## config.mk

```make
export PLATFORM = sky130hd
export DESIGN_NAME = wzorzec_detektor
export DESIGN_NICKNAME = d
export VERILOG_FILES = /design/src/rtl/wzorzec_detektor.sv
export SDC_FILE = /design/constraint.sdc
export NUM_CORES = 1
export LEC_CHECK = 0
export CORE_MARGIN = 5
export CORE_UTILIZATION = 25
export CTS_CLUSTER_SIZE = 24
export DETAILED_ROUTE_END_ITERATION = 16
export PLACE_DENSITY_LB_ADDON = 0.05
export SYNTH_ARGS = -nofsm -noshare
export SYNTH_HDL_FRONTEND = slang
export SYNTH_SLANG_ARGS = --single-unit
```

## constraint.sdc

```tcl
create_clock -name iCLK -period 3 [get_ports iCLK]
set_input_delay 0.3 -clock iCLK [delete_from_list [all_inputs] [get_ports iCLK]]
set_output_delay 0.3 -clock iCLK [all_outputs]
set_load 0.01 [all_outputs]
```

## src/rtl/wzorzec_detektor.sv

```systemverilog
// Serial pattern detector: recovers step timing from edges on iDATA, samples mid-step,
// locks onto a repeating LEN-step pattern and keeps saturating good/bad frame counts.
module wzorzec_detektor #(
  parameter int unsigned    STEP_CYCLES = 5000000,
  parameter int unsigned    LEN         = 12,
  parameter logic [LEN-1:0] PATTERN     = 12'hE64,
  parameter int unsigned    MISS_MAX    = 3
) (
  input  logic       iCLK,
  input  logic       iRST_N,
  input  logic       iDATA,
  output logic       oLOCK,
  output logic       oMATCH,
  output logic       oTICK,
  output logic [7:0] oFRAMES,
  output logic [7:0] oERR
);

  localparam int unsigned PW = $clog2(STEP_CYCLES);
  localparam int unsigned FW = $clog2(LEN + 1);
  localparam int unsigned BW = $clog2(LEN);
  localparam int unsigned MW = $clog2(MISS_MAX + 1);

  localparam logic [PW-1:0] PHASE_LAST = PW'(STEP_CYCLES - 1);
  localparam logic [PW-1:0] PHASE_MID  = PW'(STEP_CYCLES / 2 - 1);
  localparam logic [FW-1:0] FILL_FULL  = FW'(LEN);
  localparam logic [BW-1:0] BIT_LAST   = BW'(LEN - 1);
  localparam logic [MW-1:0] MISS_LIM   = MW'(MISS_MAX);

  typedef enum logic {HUNT, LOCKED} state_t;

  state_t         state;
  logic           s1, s2, s3;
  logic [PW-1:0]  phase;
  logic [LEN-1:0] shift;
  logic [FW-1:0]  fill;
  logic [BW-1:0]  bitCnt;
  logic [MW-1:0]  miss;

  logic           syncEdge;
  logic           tick;
  logic           hit;
  logic [LEN-1:0] shiftNext;
  logic [FW-1:0]  fillNext;
  logic [MW-1:0]  missNext;

  always_comb begin
    syncEdge  = s2 ^ s3;
    tick      = (phase == PHASE_MID);
    shiftNext = {shift[LEN-2:0], s2};
    fillNext  = (fill == FILL_FULL) ? fill : fill + FW'(1);
    hit       = (shiftNext == PATTERN);
    missNext  = miss + MW'(1);
  end

  always_ff @(posedge iCLK or negedge iRST_N) begin
    if (!iRST_N) begin
      state   <= HUNT;
      s1      <= 1'b0;
      s2      <= 1'b0;
      s3      <= 1'b0;
      phase   <= '0;
      shift   <= '0;
      fill    <= '0;
      bitCnt  <= '0;
      miss    <= '0;
      oLOCK   <= 1'b0;
      oMATCH  <= 1'b0;
      oTICK   <= 1'b0;
      oFRAMES <= '0;
      oERR    <= '0;
    end else begin
      s1 <= iDATA;
      s2 <= s1;
      s3 <= s2;
      // An edge re-centres the sampling point even on a tick cycle; the tick still fires.
      if (syncEdge || phase == PHASE_LAST) phase <= '0;
      else                                 phase <= phase + PW'(1);

      oTICK  <= tick;
      oMATCH <= 1'b0;

      if (tick) begin
        shift <= shiftNext;
        fill  <= fillNext;
        unique case (state)
          HUNT: begin
            if (fillNext == FILL_FULL && hit) begin
              state  <= LOCKED;
              oLOCK  <= 1'b1;
              bitCnt <= '0;
              miss   <= '0;
              oMATCH <= 1'b1;
              if (oFRAMES != 8'hFF) oFRAMES <= oFRAMES + 8'd1;
            end
          end
          LOCKED: begin
            bitCnt <= (bitCnt == BIT_LAST) ? '0 : bitCnt + BW'(1);
            if (bitCnt == BIT_LAST) begin
              if (hit) begin
                oMATCH <= 1'b1;
                miss   <= '0;
                if (oFRAMES != 8'hFF) oFRAMES <= oFRAMES + 8'd1;
              end else begin
                if (oERR != 8'hFF) oERR <= oERR + 8'd1;
                // Shift and fill are kept so HUNT can re-lock on the very next tick.
                if (missNext == MISS_LIM) begin
                  state <= HUNT;
                  oLOCK <= 1'b0;
                  miss  <= '0;
                end else begin
                  miss <= missNext;
                end
              end
            end
          end
        endcase
      end
    end
  end

endmodule

```

After elaboration in Yosys (flattened, before gate mapping)
Cells that the tools add are included.
{ "totals": {"reg_bits": 67, "latch_bits": 0, "ramBits": 0, "romBits": 0, "input_bits": 3, "elab_cells": 73, "n_memories": 0} }
{ "op_classes": {"add_sub_neg": 6, "mul": 0, "div_mod_pow": 0, "order_cmp": 0, "eq_ne": 14, "n_shift": 0, "n_mux": 29, "bitwise_logic": 3, "n_reduce_logical": 7} }
{ "op_table": {"columns": ["op", "n"], "rows": [
  ["$mux W8", 4],
  ["$add A23 B1 Y23 const B", 1],
  ["$eq A23 B22 Y1 const B", 1],
  ["$eq A23 B23 Y1 const B", 1],
  ["$mux W23", 1],
  ["$add A8 B1 Y8 const B", 2],
  ["$ne A8 B8 Y1 const B", 2],
  ["$pmux W8 S2", 1],
  ["$eq A12 B12 Y1 const B", 1],
  ["$eq A4 B4 Y1 const B", 3],
  ["$mux W4", 3],
  ["$mux W1", 11],
  ["$reduce_and A5 Y1", 2],
  ["$add A4 B1 Y4 const B", 2],
  ["$mux W2", 4],
  ["$pmux W4 S2", 1],
  ["$ne A2 B1 Y1 const B", 3],
  ["$pmux W1 S2", 3],
  ["$ne A2 B2 Y1 const B", 2],
  ["$pmux W2 S2", 1],
  ["$reduce_and A4 Y1", 1],
  ["$reduce_and A3 Y1", 1],
  ["$add A2 B1 Y2 const B", 1],
  ["$eq A2 B2 Y1 const B", 1],
  ["5 further kinds", 6]
]} }

Logic depth before layout (Yosys ltp)
Gate-level depths: netlist of the first run.
{ "logic_depth": {"word_depth": 7, "mapped_depth": 8, "depth_no_buf": 7} }

Worst setup path after synthesis of the first run
Ideal clock, no wire load.
{ "synth_path": {"kind": "reg2reg", "from": "register fill[0]", "to": "register oFRAMES[1]", "arrival_time_ns": 2.234, "required_time_ns": 2.872, "slack_ns": 0.638, "stages_incl_launch_ff": 8, "synth_period_minus_slack_ns": 2.362, "path_cell_list": "dfrtp_1 inv_1 ha_1 and2_1 o311a_1 o32a_1 nor3_2 mux2_1"} }
{ "synth_between": {"elab_chain_len": 6, "word_cells_on_any_way": 7} }
{ "synth_rtl": {"columns": ["item", "line_no", "text"], "rows": [
  ["start: declaration", "36", "logic [FW-1:0] fill;"],
  ["start signal: assignment", "85", "fill <= fillNext;"],
  ["$add A4 B1 Y4 / $eq A4 B4 Y1 (equally long branches)", "51", "fillNext = (fill == FILL_FULL) ? fill : fill + FW'(1);"],
  ["$mux W4 *", "51", null],
  ["$eq A4 B4 Y1 *", "88", "if (fillNext == FILL_FULL && hit) begin"],
  ["$logic_and A1 B1 Y1 *", "88", null],
  ["$ne A2 B2 Y1 (no source line) *", null, null],
  ["$reduce_and A4 Y1 (no source line) *", null, null],
  ["end signal: assignment", "94", "if (oFRAMES != 8'hFF) oFRAMES <= oFRAMES + 8'd1;"],
  ["end signal: assignment", "103", "if (oFRAMES != 8'hFF) oFRAMES <= oFRAMES + 8'd1;"],
  ["end: declaration", "15", "output logic [7:0] oFRAMES,"]
]} }
Mark *: on every way between the ends. The rest lies on a longest branch, timed or not.
A chain may end at the register's enable or synchronous reset.

Worst setup path in the final report of the first run
Same ends and word-level chain as after synthesis.

==> results of run 1 <==
-- state kept, by name, summed over array words and instances (netlist names), 2 cells and up --
signal	count
miss	2
bitCnt	4
fill	4
phase	23
oERR	8
oFRAMES	8
shift	11
-- worst max-delay path, delay by kind of cell, from the launching register on --
family	cells	cell delay, ns
buffers and inverters	1	0.07
flip-flops	1	0.46
multiplexers	1	0.34
AO/OA/AOI/OAI	2	0.86
AND/OR/NAND/NOR	2	0.48
adder cells (fa/ha/maj)	1	0.22
-- power breakdown --
group | switching, uW | internal, uW
Clock | 384 | 649
Combinational | 36.9 | 12.9
Sequential | 6.93 | 913
Total | 428 | 1580
-- final cells by class --
| type | instances | area (um^2) | share of cell area |
|---|---|---|---|
| Sequential cell | 67 | 1680 | 0.417 |
| Multi-Input combinational cell | 244 | 1540 | 0.383 |
| Clock buffer | 15 | 288 | 0.0716 |
| Timing Repair Buffer | 28 | 270 | 0.0672 |
| Tap cell | 172 | 215 | 0.0535 |
| Inverter | 7 | 26.3 | 0.00654 |
| Clock inverter | 1 | 5.00 | 0.00124 |
-- placed cells by master, fill, tap and decap left out, drive strengths merged, types with 2 or more instances in the layout --
cell           netlist  routed
nor4                 8       8
nand3b               2       2
or4                  3       3
a31oi                3       3
and3                13      13
a22o                 7       7
clkdlybuf4s50        0      20
a21oi                3       3
nand2               50      50
nand4b               4       4
clkbuf               5      15
inv                  7       7
dfrtp               67      67
nand3               19      19
buf                  2       8
nor2                32      32
xor2                20      20
xnor2               16      16
or3                  2       2
ha                   6       6
nor4b                2       2
o21ai                2       2
mux2                 3       3
nand4                8       8
and2                 5       5
or4b                 2       2
nor3                17      17
a21o                 3       3
nor2b                3       3
-- worst max path at each step --
stage | to | startpoint
floorplan | oFRAMES[1] | fill[0]
global placement | oFRAMES[1] | fill[0]
detailed placement | oFRAMES[1] | fill[0]
CTS | oFRAMES[1] | fill[0]
global route | oFRAMES[1] | fill[0]
finish | oFRAMES[1] | fill[0]
-- logic make-up (layout without fill, tap and decap cells) --
logic type,after synthesis,count (layout),share of synthesized area
and+or+nand+nor,175,175,0.286
DFF,67,67,0.513
muxes,3,3,0.0103
buffers and inverters,14,51,0.0168
adders and majority gates,6,6,0.0230
AOI/OAI and AO/OA,24,24,0.0547
xor gates and xnor gates,36,36,0.0964
-- layer usage --
metal  share of wire  wire [um]  GRT usage  vias up
met5               0          0          0        -
met4           0.028        208     0.0619        0
met3           0.034        253     0.0266       14
met2            0.43       3240      0.155       31
met1            0.51       3840      0.143     1176
li1                -          -          -     1210
-- stage by stage --
stage          setup WS [ns]  instance area [um^2]  hold slack [ns]
4_1_cts                0.417                  4020           0.0549
3_5_place_dp           0.447                  3730            0.339
6_report               0.447                  4020           0.0244
2_1_floorplan          0.638                  3270          0.00441
5_1_grt                0.253                  4020            0.100
3_3_place_gp           0.486                  3730            0.338
==> out/qor.yml, run 1 <==
route:
  wl_per_cell_um: 14.1
  drt-initial-drc-count: 101
  vias_per_cell: 4.55
  routed_wl_um: 7540
  via_count: 2431
  drc: 0
  antenna_left: 0
  firstDrtPassIters: 4
grt:
  grt_max_degree: 38
  grt_usage: 0.107
  grt_pass1_vias: 2438
  grt_pass1_wl_um: 13200
  antenna_found_initial: 0
  grt_overflow: 0
worst_setup_path:
  timing.rr.end: "oFRAMES[1]"
  crit_slowest_cell: "o32a_1"
  start_kind: "flip-flop"
  rr_worst_depth: 7
  rr_startpoint: "fill[0]"
  cpPeakStageDelay_ns: 0.49
  crit_type: "flip-flop to flip-flop"
  crit_fanout: 8
  end_kind: "flip-flop"
  worstPathCellList: "inv_1 > ha_1 > and2_1 > o311a_1 > o32a_1 > nor3_2 > mux2_1"
  r2r_slack_ns: 0.45
  crit_required_ns: 3.22
  arrival_ns: 2.77
final_layout:
  fin_util: 0.316
  area_delta_synth_final_pct: 22.9
  instances_no_fill: 534
  diodes: 0
  drive_above_1_share: 0.0912
  nets: 366
  fillers: 1396
clocking:
  clk_pin_slew_ns: 0.06
  numCtsBuffers: 9
  cts-htree-levels: 3
  cts_tree: "built"
  holdBufCountCts: 0
  cts.repair.resized: 0
  cts_root_buf: "clkbuf_16"
  cts_setup_buffers: 0
  clockBufferDepth: 2
  clock_latency_ns: 0.34
  cts.sinks: 67
timing:
  fmax_mhz: 392
  timing.setup.tns_ns: 0
  grt_setup_unrepaired: "no"
  min_period_over_period: 0.851
  finalCriticalPeriod_ns: 2.55
  slew_headroom: 0.507
  clock_skew_ns: 0.00817
  drv_slew: 0
  setup_viol: 0
  tightest_slew_ns: 0.740
  finalHoldViolations: 0
synth:
  synth_area_leaders: "dfrtp_1 (51%), nand2_1 (5.7%), xor2_1 (5.4%)"
  avgSynthCellArea_um2: 10.1
  yosysWarnings: 0
  synthCells: 325
  synth_seq_area_share: 0.513
  synth_common_cells: "dfrtp_1 (67), nand2_1 (50), nor2_1 (32)"
  async_reset_ff_frac: 1.00
  synth-seq-cells: 67
  synth_top_area_cell: "dfrtp_1"
  post-synth-top-count-cell: "dfrtp_1"
  synth_cell_type_count: 46
  mappedNetlistArea_um2: 3270
  synth_fp_nets: 334
  synth_flop_cell: "dfrtp_1"
  synth_edf_count: 0
  post-synth-top-area-fraction: 0.513
floorplanning:
  pin_count: 22
  die_area_um2: 15500
  dieHeight_um: 124
  coreArea_um2: 12700
  start_util: 0.257
  rows: 41
  die_x_um: 124
power_and_ir_drop:
  p_per_area_nw_per_um2: 498
  power_leakage_uw: 0.00176
  power_uw: 2000
  vdd_drop_max_mv: 0.171
placement:
  gp_congestion: 0.736
  dp.final_hpwl_um: 5280
  dp_cells: 518
  portBuffers: 21
worst_hold_path:
  min_path_type: "input pin to asynchronous set/reset pin"
status:
  outcome: "finished clean"
flow_run:
  cap_violations: 0
Note: power is estimated with default switching activity, not from simulation.
==> run 2: changes to the inputs <==
--- a/config.mk
+++ b/config.mk
@@ -5,11 +5,14 @@
 export SDC_FILE = /design/constraint.sdc
 export NUM_CORES = 1
 export LEC_CHECK = 0
+export ABC_AREA = 0
 export CORE_MARGIN = 5
 export CORE_UTILIZATION = 25
+export CTS_BUF_LIST = sky130_fd_sc_hd__clkbuf_4 sky130_fd_sc_hd__clkbuf_8 sky130_fd_sc_hd__clkbuf_16
 export CTS_CLUSTER_SIZE = 24
 export DETAILED_ROUTE_END_ITERATION = 16
 export PLACE_DENSITY_LB_ADDON = 0.05
+export SLEW_MARGIN = 20
 export SYNTH_ARGS = -nofsm -noshare
 export SYNTH_HDL_FRONTEND = slang
 export SYNTH_SLANG_ARGS = --single-unit
==> out/qor.yml, run 2 (synthesis gave the netlist of run 1 again) <==
status:
  outcome: "finished clean"
power_and_ir_drop:
  power_leakage_uw: 0.00177  # +0.39%
  p_per_area_nw_per_um2: 502  # +0.74%
  vdd_drop_max_mv: 0.171  # about the same
  power_uw: 2020  # +0.93%
final_layout:
  diodes: 0  # unchanged
  top_regs: "phase (23), shift (11)"
  fillers: 1393  # -0.21%
  drive_above_1_share: 0.0967  # +0.00552
  final_cell_mix: "dfrtp_1 (67), nand2_1 (50), nor2_1 (32), xor2_1 (20), clkdlybuf4s50_1 (20)"
  largest_reg_flops: 23  # unchanged
  fin_util: 0.317  # +0.000590
  regMostFlops: "phase"
  area_delta_synth_final_pct: 23.1
  nets: 366  # unchanged
  final_common_cell: "dfrtp_1"
route:
  routed_wl_um: 7570  # +0.45%
  vias_per_cell: 4.54  # -0.16%
  via_count: 2427  # -0.16%
  drc: 0  # unchanged
  firstDrtPassIters: 4  # unchanged
  drt-initial-drc-count: 118  # +17%
  antenna_left: 0  # unchanged
  wl_per_cell_um: 14.2  # +0.45%
timing:
  slew_headroom: 0.499  # -0.00793
  fmax_mhz: 393  # +0.29%
  finalHoldViolations: 0  # unchanged
  timing.setup.tns_ns: 0  # unchanged
  tightest_slew_ns: 0.752  # +0.0119 ns
  grt_setup_unrepaired: "no"
  clock_skew_ns: 0.00865  # +0.000473 ns
  min_period_over_period: 0.849  # -0.00249
  setup_viol: 0  # unchanged
  finalCriticalPeriod_ns: 2.55  # -0.00746 ns
  timing.hold.ws_ns: 0.0281  # +0.00379 ns
  drv_slew: 0  # unchanged
worst_setup_path:
  crit_family: "compound AO/OA/AOI/OAI gates"
  cp.depth: 7  # unchanged
  crit_end: "oFRAMES[1]"
  start_kind: "flip-flop"
  crit_slowest_cell: "o32a_1"
  cpPeakStageDelay_ns: 0.49  # about the same
  worstPathCellList: "inv_1 > ha_1 > and2_1 > o311a_1 > o32a_1 > nor3_2 > mux2_1"
  crit_type: "flip-flop to flip-flop"
  arrival_ns: 2.76  # about the same
  timing.rr.end: "oFRAMES[1]"
  rr_startpoint: "fill[0]"
  end_kind: "flip-flop"
  crit_fanout: 8  # unchanged
  crit_buf_inv: 1  # unchanged
  crit_path_start: "fill[0]"
  rr_worst_depth: 7  # unchanged
  crit_required_ns: 3.22  # about the same
  r2r_slack_ns: 0.45  # about the same
placement:
  portBuffers: 21  # unchanged
  dp.final_hpwl_um: 5280  # unchanged
  gp_congestion: 0.736  # unchanged
clocking:
  clk_pin_slew_ns: 0.06  # about the same
  cts.sinks: 67  # unchanged
  clock_latency_ns: 0.34  # about the same
  cts.repair.resized: 0  # unchanged
  cts-htree-levels: 3  # unchanged
  cts_tree: "built"
  clockBufferDepth: 2  # unchanged
  cts_root_buf: "clkbuf_16"
  holdBufCountCts: 0  # unchanged
  cts_setup_buffers: 0  # unchanged
  numCtsBuffers: 9  # unchanged
grt:
  grt_pass1_wl_um: 13200  # +0.11%
  grt_pass1_vias: 2435  # -0.12%
  grt_usage: 0.107  # unchanged
  grt_max_degree: 38  # unchanged
  antenna_found_initial: 0  # unchanged
  grt_overflow: 0  # unchanged
flow_run:
  cap_violations: 0  # unchanged
floorplanning:
  die_area_um2: 15500  # unchanged
  die_x_um: 124  # unchanged
  pin_count: 22  # unchanged
  rows: 41  # unchanged
  coreArea_um2: 12700  # unchanged
  dieHeight_um: 124  # unchanged
  start_util: 0.257  # unchanged
worst_hold_path:
  min_path_type: "input pin to asynchronous set/reset pin"
[run 2: cell count changes in the layout (fill, tap and decap cells not counted)]
cell / change
clkbuf_1: -2
clkbuf_4: +2
[run 2: worst min-delay path by stage]
| stage | endpoint | cells after the start | start | slack [ns] |
|---|---|---|---|---|
| floorplan | bitCnt[0] | 0 | iRST_N | 0.004 |
| global placement | s2 | 0 | s1 | 0.34 |
| detailed placement | s2 | 0 | s1 | 0.34 |
| CTS | oERR[5] | 1 | iRST_N | 0.05 |
| global route | oERR[5] | 1 | iRST_N | 0.10 |
| finish | oERR[5] | 1 | iRST_N | 0.03 |
[run 2: metal layers]
layer / track usage / vias to the layer above / share of wire
li1: - / 1203 / -
met2: 0.155 / 37 / 0.43
met5: 0 / - / 0
met4: 0.0619 / 0 / 0.027
met3: 0.0266 / 14 / 0.032
met1: 0.143 / 1173 / 0.51
[run 2: power breakdown]
group          switching [uW]  internal [uW]  total (uW)  leakage, uW
Clock                     385            667        1050     0.000153
Sequential               6.93            913         920     0.000927
Combinational            37.1           12.9        50.0     0.000690
[run 2: area by class of cell]
class                   instances  area, um^2  area share
multi-input cells             244        1540       0.382
clock inverters                 1        5.00     0.00124
inverters                       7        26.3     0.00652
clock buffers                  15         295      0.0733
flip-flops and latches         67        1680       0.416
repair buffers                 28         270      0.0671
well taps                     172         215      0.0534
[run 2: metrics by stage]
| step | std cells | instance area [um^2] | setup slack [ns] |
|---|---|---|---|
| finish | 534 | 4030 | 0.454 |
| global route | 534 | 4030 | 0.253 |
| CTS | 534 | 4030 | 0.417 |
| detailed placement | 518 | 3730 | 0.447 |
| global placement | 518 | 3730 | 0.486 |
| floorplan | 325 | 3270 | 0.638 |
==> run 3: changes to the inputs <==
==> constraint.sdc (replaced) <==
create_clock -name iCLK -period 2.1 [get_ports iCLK]
set_input_delay 0.21 -clock iCLK [delete_from_list [all_inputs] [get_ports iCLK]]
set_output_delay 0.21 -clock iCLK [all_outputs]
set_load 0.01 [all_outputs]
==> out/qor.yml, run 3 (synthesis gave the netlist of run 1 again) <==
worst_setup_path:
  end_kind: "flip-flop"
  crit_required_ns: 2.32  # -0.90 ns
  arrival_ns: 2.40  # -0.36 ns
  rr_startpoint: "fill[0]"
  crit_type: "flip-flop to flip-flop"
  rr_worst_depth: 7  # unchanged
  crit_fanout: 8  # unchanged
  r2r_slack_ns: -0.08  # -0.54 ns
  start_kind: "flip-flop"
  timing.rr.end: "oFRAMES[1]"
power_and_ir_drop:
  pwr-share-comb: 0.038  # +0.013
  p_sw_frac: 0.212  # about the same
  switchingPower_uw: 605  # +41%
  pwr-share-clk: 0.503  # -0.017
  power_frac_seq: 0.460  # +0.005
  p_int_uw: 2250  # +41%
  power_uw: 2850  # +41%
  p_per_area_nw_per_um2: 589  # +17%
  vdd_drop_max_mv: 0.269  # +57%
  power_leakage_uw: 0.00219  # +24%
status:
  outcome: "complete, but fails checks"
  failed_checks: "setup timing"
grt:
  antenna_found_initial: 0  # unchanged
  grt_max_degree: 42  # +11%
  grt_usage: 0.113  # +0.00597
  grt_overflow: 0  # unchanged
  grt_pass1_wl_um: 14000  # +5.9%
  grt_pass1_vias: 2671  # +9.7%
final_layout:
  drive_above_1_share: 0.335  # +0.238
  final_cell_mix: "dfrtp_1 (67), buf_4 (51), nand2_1 (37), nor2_1 (29)"
  final_common_cell: "dfrtp_1"
  nets: 425  # +16%
  regMostFlops: "phase"
  instances_no_fill: 593  # +11%
  diodes: 0  # unchanged
  top_regs: "phase (23), shift (11)"
  largest_reg_flops: 23  # unchanged
  area_delta_synth_final_pct: 48.1
timing:
  slew_headroom: 0.593  # +0.0944
  timing.hold.ws_ns: 0.316  # +0.288 ns
  drv_slew: 0  # unchanged
  fmax_mhz: 459  # +17%
  setup_ws_ns: -0.0809  # -0.535 ns
  setup_viol: 8  # +8
  finalCriticalPeriod_ns: 2.18  # -0.365 ns
  min_period_over_period: 1.04  # +0.190
  tightest_slew_ns: 0.610  # -0.142 ns
  grt_setup_unrepaired: "yes"
  clock_skew_ns: 0.00362  # -0.00502 ns
  finalHoldViolations: 0  # unchanged
worst_hold_path:
  min_delay_path_depth: 1
  hold_start: "iDATA"
  min_to: "s1"
  min_path_type: "input pin to flip-flop"
floorplanning:
  pin_count: 22  # unchanged
  die_area_um2: 15500  # unchanged
  rows: 41  # unchanged
  dieHeight_um: 124  # unchanged
  die_x_um: 124  # unchanged
  coreArea_um2: 12700  # unchanged
  start_util: 0.257  # unchanged
route:
  firstDrtPassIters: 4  # unchanged
  routed_wl_um: 8210  # +8.4%
  drc: 0  # unchanged
  via_count: 2642  # +8.9%
  antenna_left: 0  # unchanged
  drt-initial-drc-count: 73  # -38%
  vias_per_cell: 4.46  # -2.0%
  wl_per_cell_um: 13.8  # -2.4%
clocking:
  clockBufferDepth: 2  # unchanged
  cts.sinks: 67  # unchanged
  clock_latency_ns: 0.33  # about the same
  cts-htree-levels: 3  # unchanged
  numCtsBuffers: 9  # unchanged
  clk_pin_slew_ns: 0.05  # about the same
  cts_tree: "built"
  cts_root_buf: "clkbuf_16"
placement:
  dp_cells: 567  # +9.5%
  portBuffers: 21  # unchanged
  gp_congestion: 0.759  # +3.2%
  dp.final_hpwl_um: 5780  # +9.4%
flow_run:
  cap_violations: 0  # unchanged
-- run 3: cell types whose count changed in the layout (fill, tap and decap cells not counted), moves of 4 or more --
cell	change
buf_4	+45
nand2_1	-13
nand2_2	+11
buf_6	+10
nor3_1	-5
nor3_4	+5
nor4_4	+4
-- run 3: per-layer routing --
metal  share of wire  vias up  track usage
met3           0.023       12       0.0240
met2            0.46       24        0.170
li1                -     1329            -
met5               0        -            0
met1            0.49     1277        0.151
met4           0.024        0       0.0580
-- run 3: worst max path at each step --
stage | from | to | slack (ns)
after global placement | fill[1] | oFRAMES[1] | -0.12
after global routing | fill[0] | oFRAMES[2] | -0.17
final | fill[0] | oFRAMES[1] | -0.08
after CTS | shift[0] | oFRAMES[7] | -0.08
after floorplan | phase[5] | oFRAMES[1] | -0.09
after detailed placement | fill[1] | oFRAMES[1] | -0.14
-- run 3: timing repair --
item                       4_1_cts  5_1_grt
setup endpoints to repair       35       38
pin swaps                        8       44
gates cloned                     0        2
buffers inserted                 4        3
hold endpoints to repair        34        0
gates resized for setup         27       48
hold buffers                     1        0
-- run 3: power groups by stage --
| stage | logic [uW] | clock network [uW] | registers [uW] |
|---|---|---|---|
| after detailed placement | 100 | 0 | 1330 |
| after floorplan | 31.4 | 0 | 1340 |
| final | 107 | 1430 | 1310 |
| after global placement | 101 | 0 | 1330 |
| after global routing | 124 | 1550 | 1310 |
| after CTS | 113 | 1480 | 1310 |
-- run 3: layout make-up --
type	instances	area, um^2
timing repair buffer	87	776
sequential	67	1680
multi-input combinational	244	1870
tap	172	215
fill	1319	7880
clock buffer	14	275
inverter	7	26.3
clock inverter	2	10.0
-- run 3: worst max-delay path, cell delays in order (launching register included) --
cell,delay (ns)
dfrtp_1,0.38
inv_1,0.06
ha_2,0.17
and2_4,0.16
o311a_4,0.31
o32a_4,0.48
nor3_4,0.18
mux2_4,0.32
-- run 3: metrics by stage --
step                      area (um^2)   util  setup WS (ns)  setup TNS, ns
after floorplan                  3300      -        -0.0920         -0.199
after global placement           4120  0.324         -0.123          -1.37
after detailed placement         4120  0.324         -0.144          -1.68
after CTS                        4580  0.360        -0.0780         -0.746
after global routing             4840  0.381         -0.168          -1.70
final                            4840  0.381        -0.0809         -0.235
